--- src/rtl/instr_encoder_if.sv ---
`default_nettype none
// ============================================================================
// Module   : instr_encoder_if
// Purpose  : control-bundle handshake, serial output and status bus
// Revision : 1.0
// ============================================================================
interface instr_encoder_if;
  logic       in_valid;
  logic       in_ready;
  logic       bez;
  logic       ja;
  logic       op1;
  logic       op2;
  logic       writeReg;
  logic       writex8;
  logic [1:0] x8Sel;
  logic [4:0] operand;
  logic       ser_out;
  logic       ser_frame;
  logic       err;
  logic [7:0] tx_count;

  modport master (
    output in_valid, bez, ja, op1, op2, writeReg, writex8, x8Sel, operand,
    input  in_ready, ser_out, ser_frame, err, tx_count
  );

  modport slave (
    input  in_valid, bez, ja, op1, op2, writeReg, writex8, x8Sel, operand,
    output in_ready, ser_out, ser_frame, err, tx_count
  );
endinterface
`default_nettype wire

--- src/rtl/instr_encoder.sv ---
`default_nettype none
// ============================================================================
// Module   : instr_encoder
// Purpose  : encodes CPU control bundles into 8-bit words, queues them in a
//            2-entry FIFO and shifts them out MSB first with idle gaps
// Revision : 1.0
// ============================================================================
module instr_encoder #(
  parameter int GAP_CYCLES = 1
) (
  input  logic           clk,
  input  logic           reset,
  instr_encoder_if.slave bus
);

  localparam logic [3:0] GAP_LAST = 4'(GAP_CYCLES - 1);

  typedef enum logic [1:0] {
    S_IDLE  = 2'd0,
    S_SHIFT = 2'd1,
    S_GAP   = 2'd2
  } state_t;

  state_t     r_state;
  state_t     w_next;
  logic [7:0] w_ctl;
  logic       w_legal;
  logic [2:0] w_opcode;
  logic       w_take;
  logic       w_push;
  logic       w_pop;
  logic       w_frame;
  logic       w_bit;

  logic [7:0] r_mem [2];
  logic       r_wr_ptr;
  logic       r_rd_ptr;
  logic [1:0] r_count;
  logic       r_err;
  logic [7:0] r_shift;
  logic [2:0] r_idx;
  logic [3:0] r_gap;
  logic [7:0] r_tx_count;

  // Packed as {bez, ja, op1, op2, writeReg, writex8, x8Sel}; only the seven
  // decode patterns are legal, everything else is dropped with an err pulse.
  assign w_ctl = {bus.bez, bus.ja, bus.op1, bus.op2, bus.writeReg, bus.writex8, bus.x8Sel};

  always_comb begin
    w_legal  = 1'b1;
    w_opcode = 3'b000;
    case (w_ctl)
      8'h05:   w_opcode = 3'b001;
      8'h70:   w_opcode = 3'b100;
      8'h90:   w_opcode = 3'b000;
      8'h26:   w_opcode = 3'b011;
      8'h04:   w_opcode = 3'b101;
      8'h27:   w_opcode = 3'b111;
      8'h08:   w_opcode = 3'b110;
      default: w_legal  = 1'b0;
    endcase
  end

  assign bus.in_ready = !reset && (r_count < 2'd2);
  assign w_take       = bus.in_valid && bus.in_ready;
  assign w_push       = w_take && w_legal;
  assign w_pop        = (r_state == S_IDLE) && (r_count != 2'd0);

  always_ff @(posedge clk) begin
    if (reset) begin
      r_wr_ptr <= 1'b0;
      r_rd_ptr <= 1'b0;
      r_count  <= 2'd0;
      r_err    <= 1'b0;
    end else begin
      if (w_push) begin
        r_mem[r_wr_ptr] <= {w_opcode, bus.operand};
        r_wr_ptr        <= ~r_wr_ptr;
      end
      if (w_pop) begin
        r_rd_ptr <= ~r_rd_ptr;
      end
      r_count <= r_count + {1'b0, w_push} - {1'b0, w_pop};
      r_err   <= w_take && !w_legal;
    end
  end

  always_ff @(posedge clk) begin
    if (reset) begin
      r_state <= S_IDLE;
    end else begin
      r_state <= w_next;
    end
  end

  always_comb begin
    w_next  = r_state;
    w_frame = 1'b0;
    w_bit   = 1'b0;
    case (r_state)
      S_IDLE: begin
        if (r_count != 2'd0) w_next = S_SHIFT;
      end
      S_SHIFT: begin
        w_frame = 1'b1;
        w_bit   = r_shift[r_idx];
        if (r_idx == 3'd0) w_next = S_GAP;
      end
      S_GAP: begin
        if (r_gap == 4'd0) w_next = S_IDLE;
      end
      default: w_next = S_IDLE;
    endcase
  end

  always_ff @(posedge clk) begin
    if (reset) begin
      r_shift    <= 8'd0;
      r_idx      <= 3'd0;
      r_gap      <= 4'd0;
      r_tx_count <= 8'd0;
    end else if (w_pop) begin
      r_shift <= r_mem[r_rd_ptr];
      r_idx   <= 3'd7;
    end else if (r_state == S_SHIFT) begin
      r_idx <= r_idx - 3'd1;
      if (r_idx == 3'd0) begin
        r_gap      <= GAP_LAST;
        r_tx_count <= r_tx_count + 8'd1;
      end
    end else if ((r_state == S_GAP) && (r_gap != 4'd0)) begin
      r_gap <= r_gap - 4'd1;
    end
  end

  assign bus.ser_frame = w_frame;
  assign bus.ser_out   = w_bit;
  assign bus.err       = r_err;
  assign bus.tx_count  = r_tx_count;

endmodule
`default_nettype wire

--- src/flat_wrapper.sv ---
// flat-port wrapper written by rule: the top's interface ports become plain ports
module instr_encoder_flat 
#(
  parameter int GAP_CYCLES = 1
)
  (clk, reset, bus_in_valid, bus_bez, bus_ja, bus_op1, bus_op2, bus_writeReg, bus_writex8, bus_x8Sel, bus_operand, bus_in_ready, bus_ser_out, bus_ser_frame, bus_err, bus_tx_count);
  instr_encoder_if bus_i ();
  input  logic clk;
  input  logic reset;
  input wire logic [$bits(bus_i.in_valid)-1:0] bus_in_valid;
  input wire logic [$bits(bus_i.bez)-1:0] bus_bez;
  input wire logic [$bits(bus_i.ja)-1:0] bus_ja;
  input wire logic [$bits(bus_i.op1)-1:0] bus_op1;
  input wire logic [$bits(bus_i.op2)-1:0] bus_op2;
  input wire logic [$bits(bus_i.writeReg)-1:0] bus_writeReg;
  input wire logic [$bits(bus_i.writex8)-1:0] bus_writex8;
  input wire logic [$bits(bus_i.x8Sel)-1:0] bus_x8Sel;
  input wire logic [$bits(bus_i.operand)-1:0] bus_operand;
  output wire logic [$bits(bus_i.in_ready)-1:0] bus_in_ready;
  output wire logic [$bits(bus_i.ser_out)-1:0] bus_ser_out;
  output wire logic [$bits(bus_i.ser_frame)-1:0] bus_ser_frame;
  output wire logic [$bits(bus_i.err)-1:0] bus_err;
  output wire logic [$bits(bus_i.tx_count)-1:0] bus_tx_count;
  assign bus_i.in_valid = bus_in_valid;
  assign bus_i.bez = bus_bez;
  assign bus_i.ja = bus_ja;
  assign bus_i.op1 = bus_op1;
  assign bus_i.op2 = bus_op2;
  assign bus_i.writeReg = bus_writeReg;
  assign bus_i.writex8 = bus_writex8;
  assign bus_i.x8Sel = bus_x8Sel;
  assign bus_i.operand = bus_operand;
  assign bus_in_ready = bus_i.in_ready;
  assign bus_ser_out = bus_i.ser_out;
  assign bus_ser_frame = bus_i.ser_frame;
  assign bus_err = bus_i.err;
  assign bus_tx_count = bus_i.tx_count;
  instr_encoder #(.GAP_CYCLES(GAP_CYCLES)) u_core (.clk(clk), .reset(reset), .bus(bus_i));
endmodule
--- config.mk ---
export PLATFORM = sky130hd
export DESIGN_NAME = instr_encoder_flat
export DESIGN_NICKNAME = d
export VERILOG_FILES = /design/src/rtl/instr_encoder_if.sv /design/src/rtl/instr_encoder.sv /design/src/flat_wrapper.sv
export SDC_FILE = /design/constraint.sdc
export NUM_CORES = 1
export LEC_CHECK = 0
export BUFFER_PORTS_ARGS = -buffer_cell sky130_fd_sc_hd__buf_4
export CORE_MARGIN = 2
export CORE_UTILIZATION = 30
export DETAILED_ROUTE_END_ITERATION = 10
export SLEW_MARGIN = 20
export SYNTH_ARGS = -nofsm -noshare
export SYNTH_HDL_FRONTEND = slang
export SYNTH_SLANG_ARGS = --single-unit
--- constraint.sdc ---
create_clock -name clk -period 2.1 [get_ports clk]
set_input_delay 0.42 -clock clk [delete_from_list [all_inputs] [get_ports clk]]
set_output_delay 0.42 -clock clk [all_outputs]
set_load 0.01 [all_outputs]
==> results.ini, run 1 <==
[grt]
grt_pass1_wl_um=6570
number_of_antenna_violations_at_the_first_check_in_global_routing=0
grtUsageMet3=0.0311
global_route.overflow_total=0
use_met1=0.133
groute.layer.met2.usage=0.183
global_route.peak_usage_layer=met2
global_route_total_usage_across_every_layer=0.109
grt_pass1_vias=1473
largest_net_degree_at_the_start_of_global_routing=19

[worst_setup_path]
crit_fanout=4
worstPathCellList=mux4_2 > mux2i_1 > nor2b_1 > buf_4
critPathRequiredTime_ns=1.68
worst_ep_arrival_time_ns=1.55
cp-end-kind=output pin
crit_path_top_delay_cell=sky130_fd_sc_hd__mux4_2
start_kind=flop
cpPeakStageDelay_ns=0.50
timing.setup.critical_path_class=reg -> out

[pwr]
vdd.ir_drop.worst_mv=0.454
leakagePower_uw=0.00100
powerDensity_mw_per_mm2=986

[timing]
unrepaired_setup_endpoints_after_global_routing=false
clock.fmax_mhz=509
finalHoldViolations=0
timing.final.setup_violations=0
worst_pin_slew_ns=0.523
timing.setup.tns_ns=0
worst_max_slew_margin_expressed_relative_to_the_limit=0.651
post-route-worst-setup-slack_ns=0.134
timing_max_transition_violations_final=0
fin_crit_ns=1.97
final.period_utilization=0.936
fin_hold_ws_ns=0.295
final.setup_skew_ns=0.00647

[cts]
clock_transition_at_path_regs_ns=0.09
cts.repair_timing.setup_buffer_count=0
clock-root-buffer=sky130_fd_sc_hd__clkbuf_8
clock_insertion_delay_worst_skew_ns=0.30
cts_buffers=5
cts.hold.buffers_added=0
clockBufferDepth=2
clock_tree_from_tritoncts=built
number_of_clock_sinks=46
cts_htree_levels=2
cts_resized=0

[route]
ant_nets=0
drt-initial-drc-count=31
drcViolationCount=0
via_per_inst=4.59
route.vias.total=1519
drt_pass1_iterations=4
route.detailed.wl_per_inst_um=11.5
finalWirelength_um=3800

[placement]
placed_cells=323
gp_congestion=0.749
detailedPlacementHpwl_um=2810
dp_worst_setup_slack_ns=-0.124
placement.io_buffers=27

[cells_and_area]
antenna_diode_count=0
final-instance-count-excl-fill=331
fill_cells=678
post_route_cells_drive_above_1_share=0.255
final_common_cell=sky130_fd_sc_hd__buf_4
mostFrequentLayoutCells=40 x sky130_fd_sc_hd__buf_4, 28 x sky130_fd_sc_hd__dfxtp_1, 24 x sky130_fd_sc_hd__nor2_1, 16 x sky130_fd_sc_hd__edfxtp_1, 12 x sky130_fd_sc_hd__xor2_1
final_nets=257
final_core_utilization=0.386
area_growth_syn_to_fin_pct=25.0

[synth]
synthesis.yosys.warnings=0
async_flop_share=0
number_of_flops_mapped_to_enable_cells_by_yosys=16
number_of_nets_in_the_synthesized_netlist=216
postSynth.topFlopCell=sky130_fd_sc_hd__dfxtp_1
yosysSeqAreaShare=0.515
post_synth.cell_area_avg_sq_um=10.9
post_synth_inst_count=193
synth-seq-cells=46
synth_area_sq_mm=0.00210
post_synth_num_cell_types=44

[flow_run]
max_cap_viol_count=0

[floorplan]
core.rowCount=30
core_sq_mm=0.00679
die_area_sq_mm=0.00768
die_height_um=87.6
io_pins=28
floorplan.initialDensity=0.309
die-width_um=87.6

[status]
run_status=complete, no violations

[hold_path]
hp-class=in -> reg

[critical path, delay by kind of cell, from the launching register on]
| family | cells | cell delay [ns] |
|---|---|---|
| muxes | 2 | 0.66 |
| and+or+nand+nor | 1 | 0.06 |
| DFF | 1 | 0.38 |
| buffers and inverters | 1 | 0.14 |
[routing by layer]
metal / vias to the layer above / share of wire
met5: - / 0
met1: 707 / 0.46
met2: 21 / 0.50
met4: 0 / 0.019
met3: 5 / 0.028
li1: 786 / -
[Yosys cell counts (2+ instances only)]
cell type / instances / area share
sky130_fd_sc_hd__nor3_1: 5 / 0.012
sky130_fd_sc_hd__nand4_1: 5 / 0.015
sky130_fd_sc_hd__a211oi_1: 8 / 0.029
sky130_fd_sc_hd__a21oi_1: 7 / 0.017
sky130_fd_sc_hd__and3_1: 2 / 0.0060
sky130_fd_sc_hd__clkbuf_1: 3 / 0.0054
sky130_fd_sc_hd__nor4_1: 2 / 0.0060
sky130_fd_sc_hd__nor4b_1: 2 / 0.0083
sky130_fd_sc_hd__nand3_1: 7 / 0.017
sky130_fd_sc_hd__nand2_1: 8 / 0.014
sky130_fd_sc_hd__nor2_1: 24 / 0.043
sky130_fd_sc_hd__xnor2_1: 4 / 0.017
sky130_fd_sc_hd__nor2b_1: 5 / 0.015
sky130_fd_sc_hd__inv_1: 5 / 0.0089
sky130_fd_sc_hd__or3b_1: 2 / 0.0083
sky130_fd_sc_hd__nor4bb_1: 2 / 0.0095
sky130_fd_sc_hd__dfxtp_1: 30 / 0.29
sky130_fd_sc_hd__mux4_2: 2 / 0.021
sky130_fd_sc_hd__o21ai_1: 2 / 0.0048
sky130_fd_sc_hd__and4bb_1: 2 / 0.012
sky130_fd_sc_hd__ha_1: 7 / 0.042
sky130_fd_sc_hd__mux2i_1: 9 / 0.043
sky130_fd_sc_hd__edfxtp_1: 16 / 0.23
sky130_fd_sc_hd__xor2_1: 12 / 0.050
sky130_fd_sc_hd__buf_2: 3 / 0.0072
[per-stage QoR]
stage	instance area [sq um]	power (uW)
finish	2620	2590
global route	2620	2790
CTS	2620	2630
detailed placement	2510	1950
global placement	2510	1930
floorplan	2100	1720
[state kept, by name (all words and copies together) (netlist names)]
signal / count
u_core.r_shift: 8
u_core.r_count: 2
u_core.r_gap: 4
u_core.r_state: 2
u_core.r_wr_ptr: 1
u_core.r_mem: 16
u_core.r_rd_ptr: 1
u_core.bus.err: 1
u_core.bus.tx_count: 8
u_core.r_idx: 3
[area by class of cell]
type	count	area [sq um]	area share
inverter	6	22.5	0.00858
clock buffer	5	68.8	0.0262
sequential	46	1080	0.413
timing repair buffer	41	320	0.122
multi-input combinational	134	965	0.368
tap	96	120	0.0458
clock inverter	3	43.8	0.0167
[where the power goes]
| part | switching (uW) | internal [uW] |
|---|---|---|
| Combinational | 341 | 378 |
| Clock | 312 | 357 |
| Sequential | 136 | 1060 |
| Total | 789 | 1800 |
[cell families (layout without fill, tap and decap cells)]
logic type | Yosys count | after routing | synth area share
and+or+nand+nor | 76 | 76 | 0.206
DFF | 46 | 46 | 0.515
AOI/OAI and AO/OA | 24 | 24 | 0.0805
xor gates and xnor gates | 16 | 16 | 0.0668
buffers and inverters | 13 | 55 | 0.0250
muxes | 11 | 11 | 0.0644
adders and majority gates | 7 | 7 | 0.0417
[path summary, 6_finish.rpt]
path	slack [ns]	to	start	cells past startpoint
max	0.13	bus_ser_out	u_core.r_idx[0]	4
min	0.30	u_core.r_mem[0][0]	bus_operand[0]	1
max reg2reg	0.49	u_core.r_count[0]	u_core.r_count[1]	6
min reg2reg	0.49	u_core.r_gap[0]	u_core.r_gap[0]	2
Note: power is estimated with default switching activity, not from simulation.
==> run 2, diff against run 1 <==
==> constraint.sdc (replaced) <==
create_clock -name clk -period 2.1 [get_ports clk]
set_input_delay 0 -clock clk [delete_from_list [all_inputs] [get_ports clk]]
set_output_delay 0 -clock clk [all_outputs]
set_load 0.01 [all_outputs]
==> run 2 against run 1 <==
- cell count is 1.5% lower
- total power is 0.78% lower
- cell area is 1.5% lower
- combinational power is 1% lower
- sequential power hardly changed
- flip-flop and latch count stayed put
- sequential share of layout area is 0.54 points higher
==> results.ini, run 2 (same netlist as run 1, synthesis figures left out) <==
[status]
run_status=complete, no violations

[timing]
final.period_utilization=0.775
worst_pin_slew_ns=0.523
fin_crit_ns=1.63
timing.final.setup_violations=0
unrepaired_setup_endpoints_after_global_routing=false
worst_max_slew_margin_expressed_relative_to_the_limit=0.651
final.setup_skew_ns=0.00766
clock.fmax_mhz=614
timing_max_transition_violations_final=0
timing.setup.tns_ns=0
post-route-worst-setup-slack_ns=0.472
finalHoldViolations=0

[cells_and_area]
final_nets=252
largest_register=u_core.r_mem
antenna_diode_count=0
area_taken_by_multi_input_logic_gates_sq_um=965
post_route_cells_drive_above_1_share=0.209
largest_register_ff_count=16
mostFrequentLayoutCells=31 x sky130_fd_sc_hd__buf_4, 30 x sky130_fd_sc_hd__dfxtp_1, 24 x sky130_fd_sc_hd__nor2_1, 16 x sky130_fd_sc_hd__edfxtp_1, 12 x sky130_fd_sc_hd__xor2_1
final-seq-area_sq_mm=0.00108
final_common_cell=sky130_fd_sc_hd__buf_4
fill_cells=680
area_growth_syn_to_fin_pct=23.1

[worst_setup_path]
critical-path-top-cell-by-count=sky130_fd_sc_hd__ha_1
r2r_slack_ns=0.47
endpoint=u_core.r_count[0]
cp-end-kind=flop
worstPathCellList=o21ai_1 > inv_2 > ha_1 > inv_1 > ha_1 > nor2b_1
crit_fanout=6
cpPeakStageDelay_ns=0.37
critPathRequiredTime_ns=2.28
rr_endpoint=u_core.r_count[0]
start_kind=flop
timing.setup.critical_path_class=reg -> reg
crit_path_top_delay_cell=sky130_fd_sc_hd__dfxtp_1
worst_r2r_startpoint=u_core.r_count[1]
critical_path.startpoint=u_core.r_count[1]
worst_ep_arrival_time_ns=1.81
worst-r2r-cell-count=6

[placement]
dp_worst_setup_slack_ns=0.266
detailedPlacementHpwl_um=2520
gp_congestion=0.750
placement.io_buffers=27

[cts]
cts.repair_timing.setup_buffer_count=0
clockBufferDepth=2
number_of_clock_sinks=46
clock-root-buffer=sky130_fd_sc_hd__clkbuf_8
cts_htree_levels=2
clock_insertion_delay_worst_skew_ns=0.30
cts.hold.buffers_added=5
cts_resized=0
clock_tree_from_tritoncts=built
cts_buffers=5
clock_transition_at_path_regs_ns=0.08

[grt]
grt_pass1_vias=1429
grt_pass1_wl_um=6280
global_route_total_usage_across_every_layer=0.103
global_route.overflow_total=0
largest_net_degree_at_the_start_of_global_routing=32
number_of_antenna_violations_at_the_first_check_in_global_routing=0

[floorplan]
io_pins=28
die_area_sq_mm=0.00768
core.rowCount=30
die-width_um=87.6
die_height_um=87.6
core_sq_mm=0.00679
floorplan.initialDensity=0.309

[pwr]
powerDensity_mw_per_mm2=994
leakagePower_uw=0.000971
vdd.ir_drop.worst_mv=0.405
totalPowerFinal_uw=2570

[route]
route.detailed.wl_per_inst_um=10.9
drt_pass1_iterations=4
drcViolationCount=0
via_per_inst=4.53
drt-initial-drc-count=69
route.vias.total=1478
finalWirelength_um=3550
ant_nets=0

[hold_path]
worst_hold_path.num_cells=3
hp-class=in -> reg

[flow_run]
max_cap_viol_count=0

## run 2: final cells by class
type                    instances  share of cell area
clock buffers                   5              0.0266
clock inverters                 3              0.0169
inverters                       6             0.00872
multi-input cells             134               0.373
flip-flops and latches         46               0.418
well taps                      96              0.0465
repair buffers                 36               0.109
## run 2: power by group
part           leakage [uW]  switching [uW]  internal (uW)
clock             0.0000585             306            357
combinational      0.000514             334            376
sequential         0.000398             135           1060
total              0.000971             775           1790
## run 2: worst max-delay path: cells and delay by family (launching register included)
family,cells,cell delay [ns]
fa+ha+maj,2,0.55
flops,1,0.37
compound gates,1,0.35
simple gates,1,0.13
buf+inv,2,0.11
## run 2: worst min-delay path by stage
stage | from | endpoint | slack (ns)
after global placement | bus_operand[1] | u_core.r_mem[0][1] | 0.19
final | bus_in_valid | u_core.bus.err | 0.03
after global routing | bus_in_valid | u_core.bus.err | 0.03
after detailed placement | bus_operand[4] | u_core.r_mem[0][4] | 0.19
after floorplan | reset | bus_in_ready | 0.07
after CTS | bus_in_valid | u_core.bus.err | 0.03
## run 2: through the flow
step           std cells  hold WS, ns  utilization  instance area (sq um)
3_5_place_dp         313        0.189        0.356                   2420
2_1_floorplan        193       0.0671            -                   2100
6_report             326       0.0334        0.380                   2580
3_3_place_gp         313        0.187        0.356                   2420
4_1_cts              326       0.0281        0.380                   2580
5_1_grt              326       0.0318        0.380                   2580
## run 2: metal layers
layer	routed length, um	vias up	track usage
met5	0	-	0
met4	74	0	0.0462
met3	95	6	0.0283
met2	1730	19	0.172
met1	1660	676	0.124
li1	-	777	-
